### config.mk
export PLATFORM = sky130hd
export DESIGN_NAME = fetch_unit
export DESIGN_NICKNAME = d
export VERILOG_FILES = /design/src/rtl/fetch_unit.sv
export SDC_FILE = /design/constraint.sdc
export NUM_CORES = 1
export LEC_CHECK = 0
export CORE_MARGIN = 10
export CORE_UTILIZATION = 35
export CTS_CLUSTER_SIZE = 28
export DETAILED_ROUTE_END_ITERATION = 8
export PLACE_DENSITY = 0.83
export SETUP_SLACK_MARGIN = 0.2
export SLEW_MARGIN = 15
export SYNTH_ARGS = -nofsm -noshare
export SYNTH_HDL_FRONTEND = slang
export SYNTH_SLANG_ARGS = --single-unit
export TNS_END_PERCENT = 30
### constraint.sdc
create_clock -name clk -period 2.4 [get_ports clk]
set_clock_uncertainty 0.1 [all_clocks]
set_input_delay 0.48 -clock clk [delete_from_list [all_inputs] [get_ports clk]]
set_output_delay 0.48 -clock clk [all_outputs]
set_load 0.03 [all_outputs]
### src/rtl/fetch_unit.sv
// Instruction fetch stage: owns the program counter, fetches one word at a
// time from instruction memory over a level req/ack handshake, and presents
// the fetched instruction together with pc and pc+4 to decode.
module fetch_unit #(
   parameter logic [31:0] RESET_PC = 32'h0000_0000
) (
   input  logic        clk,
   input  logic        rst_n,
   output logic        imem_req,
   output logic [31:0] imem_addr,
   input  logic        imem_ack,
   input  logic [31:0] imem_rdata,
   input  logic        stall,
   input  logic        jump,
   input  logic [31:0] jump_addr,
   input  logic        branch_taken,
   input  logic [31:0] branch_target,
   output logic [31:0] pc,
   output logic [31:0] pc_plus4,
   output logic [31:0] instr,
   output logic        instr_valid
);

   typedef enum logic [1:0] {
      IDLE  = 2'b00,
      REQ   = 2'b01,
      VALID = 2'b10
   } state_t;

   // Reset PC with the low bits cleared so the PC can never start misaligned.
   localparam logic [31:0] RESET_PC_WORD = {RESET_PC[31:2], 2'b00};

   state_t      state;
   state_t      state_next;
   logic        load_pc;
   logic        load_instr;
   logic [31:0] target;
   logic [31:0] pc_next;

   // Sequential successor of the current PC; wraps naturally modulo 2^32.
   assign pc_plus4  = pc + 32'd4;
   // The address bus mirrors the PC, so it is stable for the whole request.
   assign imem_addr = pc;

   // Next-PC select: jump beats branch, branch beats sequential advance.
   always_comb begin
      if (jump)
         target = jump_addr;
      else if (branch_taken)
         target = branch_target;
      else
         target = pc_plus4;
      pc_next = {target[31:2], 2'b00};
   end

   // Next-state and control decode for the IDLE -> REQ -> VALID loop.
   always_comb begin
      // NOTE: every output of this block gets a default first so no path
      // leaves a signal unassigned, which would otherwise infer a latch.
      state_next = state;
      imem_req   = 1'b0;
      load_pc    = 1'b0;
      load_instr = 1'b0;
      unique case (state)
         IDLE: begin
            state_next = REQ;
         end
         REQ: begin
            imem_req = 1'b1;
            // Ack is only honoured here; anywhere else it is ignored.
            if (imem_ack) begin
               load_instr = 1'b1;
               state_next = VALID;
            end
         end
         VALID: begin
            // Redirect inputs matter only on the cycle decode releases us.
            if (!stall) begin
               load_pc    = 1'b1;
               state_next = REQ;
            end
         end
         default: begin
            state_next = IDLE;
         end
      endcase
   end

   // State, PC, instruction and valid registers; reset abandons any fetch.
   always_ff @(posedge clk or negedge rst_n) begin
      // NOTE: sequential state uses non-blocking assignments so every
      // register samples pre-edge values regardless of statement order.
      if (!rst_n) begin
         state       <= IDLE;
         pc          <= RESET_PC_WORD;
         instr       <= 32'h0000_0000;
         instr_valid <= 1'b0;
      end else begin
         state       <= state_next;
         instr_valid <= (state_next == VALID);
         if (load_pc)
            pc <= pc_next;
         if (load_instr)
            instr <= imem_rdata;
      end
   end

endmodule

==> out/qor.yml <==
post_synth_main_area_contributors: "dfrtp_1 38%, mux2_2 8.5%, buf_4 6.7%"
route.vias.total: 4650
timing.max_cap.violations: 0
drc: 0
crit_required_ns: 1.82
maxSlewHeadroom: 0.476
synth.top_cell.area_share: 0.383
post_synth.cell_area_avg_um2: 9.30
netlist_area_um2: 4250
final_period_utilization: 1.11
crit_type: "flop to output port"
post_dp_cell_area_um2: 6920
fp-row-count: 40
grt_antenna_before_repair: 1
pin_count_of_the_biggest_net_entering_global_routing: 48
unrepaired_setup_endpoints_after_global_routing: "true"
sequential_fraction_of_the_synthesis_area: 0.383
finalSetupTns_ns: -2.75
holdWs_ns: 0.130
synth_async_sr_flop_share: 1.00
hold_buffers: 0
power.static_leakage_uw: 0.00323
drt.antenna.violating_nets: 0
nets: 802
setup_viol: 24
numClockSinks: 65
outcome: "complete, but fails checks"
tritoncts: "yes"
ys_ff_latch: 65
final-hold-violation-count: 0
grt-ovfl-total: 0
max_slew.worst_pin.slew_ns: 0.786
cts_max_level: 3
clock_insertion_delay_at_the_later_pin_of_the_skew_report_ns: 0.32
drt_pass1_iterations: 6
hold_path_class: "input pin to asynchronous set/reset pin"
clkSlewWorstSetupHoldPaths_ns: 0.06
vias_per_cell: 5.46
max_clock_freq_mhz: 375
vias_in_the_first_global_route: 5004
io_pins: 232
wl_per_cell_um: 20.6
final_critical_path_setup_slack_ns: -0.269
post_synth_inst_count: 457
place.detailed.hpwl_um: 12900
finalCriticalPeriod_ns: 2.67
vdd.ir_drop.worst_mv: 0.797
core_area_um2: 12000
finish.instance_area_um2: 7720
initial_utilization: 0.355
biggest_area_consumer_among_synthesized_cells: "dfrtp_1"
portBuffers: 221
critical_path_arrival_ns: 2.09
place.gp.congestion: 0.851
finalMaxSlewViolations: 0
synth_enable_flop_cells: 0
synth_warnings: 0
failed_checks: "setup timing"
share_of_final_layout_standard_cells_stronger_than_drive_strength_1: 0.322
route.final.wire_length_um: 17600
timing.critical_path.fanout_max: 7
power.density_nw_per_um2: 1430
synth_flop_cell: "dfrtp_1"
die_width_um: 130
cts-root-to-sink-buffers: 2
layout-area-overhead-vs-synth_pct: 81.8
global_route_wire_length_before_repair_um: 26400
cts-root-buf: "clkbuf_16"
tritoncts.num_buffers: 9
end_kind: "output port"
drt-initial-drc-count: 294
die_height_um: 130
startpoint_type: "flop"
ys_types: 57
floorplan.die_area_um2: 16900
grt_use_total: 0.196
==> critical path, cell delays in order (launching register included) <==
cell and delay, ns:
dfrtp_2 0.42, nand4_1 0.21, nor4_4 0.41, buf_12 0.18
nand4_1 0.19, xnor2_4 0.20, buf_6 0.15
==> per-stage QoR <==
step | utilization | setup WS (ns) | cells | total power [uW]
3_5_place_dp | 0.579 | -0.0430 | 813 | 9350
5_1_grt | 0.646 | -0.349 | 852 | 11600
6_report | 0.646 | -0.269 | 852 | 11100
4_1_cts | 0.626 | -0.276 | 845 | 10800
3_3_place_gp | 0.579 | -0.0146 | 813 | 9200
2_1_floorplan | - | -0.0624 | 462 | 6490
==> cell usage in the layout, fill, tap and decap left out, types with 6 or more instances in the layout <==
master           instances
a211o_1                  6
a21oi_1                 20
a22oi_1                 12
and4_1                   7
buf_12                   9
buf_4                   61
buf_6                   32
clkbuf_16                9
clkdlybuf4s50_1        172
conb_1                   6
dfrtp_1                 47
dfrtp_2                 18
dlygate4sd2_1            9
dlymetal6s2s_1           9
mux2_2                  32
nand2_1                 33
nand3_1                  7
nand4_1                 12
nor2_1                  18
nor3_1                  15
o21ai_0                 14
o21ai_1                  7
xnor2_2                 10
==> routing by layer <==
| metal | part of all wire | GRT usage | up-vias |
|---|---|---|---|
| met3 | 0.11 | 0.0795 | 35 |
| li1 | - | - | 2117 |
| met5 | 0 | 0 | - |
| met1 | 0.35 | 0.202 | 2263 |
| met4 | 0.029 | 0.0880 | 0 |
| met2 | 0.51 | 0.343 | 235 |
==> final cells by class <==
| type | instances | area [um^2] |
|---|---|---|
| Fill cell | 909 | 4240 |
| Antenna cell | 1 | 2.50 |
| Clock buffer | 13 | 250 |
| Sequential cell | 65 | 1650 |
| Tap cell | 147 | 184 |
| Inverter | 5 | 18.8 |
| Multi-Input combinational cell | 320 | 2640 |
| Timing Repair Buffer | 298 | 2940 |
| Clock inverter | 3 | 40.0 |
==> cells in the mapped netlist (all sizes together) (3+ instances only) <==
cell type,instances
inv,4
xnor2,15
mux2,32
a311o,5
nand2,36
or2,4
or3,3
a211oi,3
and2,6
o22ai,5
a22oi,12
a211o,6
o211ai,5
and4,8
dfrtp,65
o21ai,21
nand4,14
buf,53
o31ai,4
xor2,9
clkbuf,19
nor3,18
o21a,5
nand3,16
o2bb2ai,3
nor2,21
a22o,3
a21oi,20
nor2b,4
nor4,8
a31oi,3
and3,4
mux2i,4
==> kinds of logic after synthesis <==
logic type | after synthesis | synth area share
compound gates | 102 | 0.162
xor+xnor | 24 | 0.0495
fa+ha+maj | 1 | 0.00295
buf+inv | 77 | 0.105
flops | 65 | 0.383
mux | 36 | 0.0943
other cells | 1 | 0.000883
simple gates | 151 | 0.202
==> power breakdown <==
part           internal, uW  total (uW)  switching [uW]
combinational          3290        7610            4320
clock                   830        1290             463
sequential             1670        2150             477
==> flip-flops by register name, summed over array words and instances (netlist names) <==
| register | cells |
|---|---|
| imem_addr | 30 |
| instr | 32 |
| instr_valid | 1 |
| state | 2 |
==> timing repair <==
action                                  4_1_cts  5_1_grt
pin swaps                                    24       17
gates resized for setup                      82       53
endpoints found under the setup margin       37       36
setup buffers                                16        6
==> final timing paths <==
| kind | start | to | slack (ns) | cells after the start |
|---|---|---|---|---|
| max | imem_addr[11] | pc_plus4[24] | -0.27 | 6 |
| min | rst_n | imem_addr[28] | 0.13 | 1 |
| max reg2reg | imem_addr[11] | imem_addr[20] | 0.33 | 6 |
| min reg2reg | instr[7] | instr[7] | 0.40 | 1 |
| max in group asynchronous | rst_n | imem_addr[19] | 1.37 | 2 |
| min in group clk | instr[7] | instr[7] | 0.40 | 1 |
No activity file was read; power rests on OpenSTA's default activity.
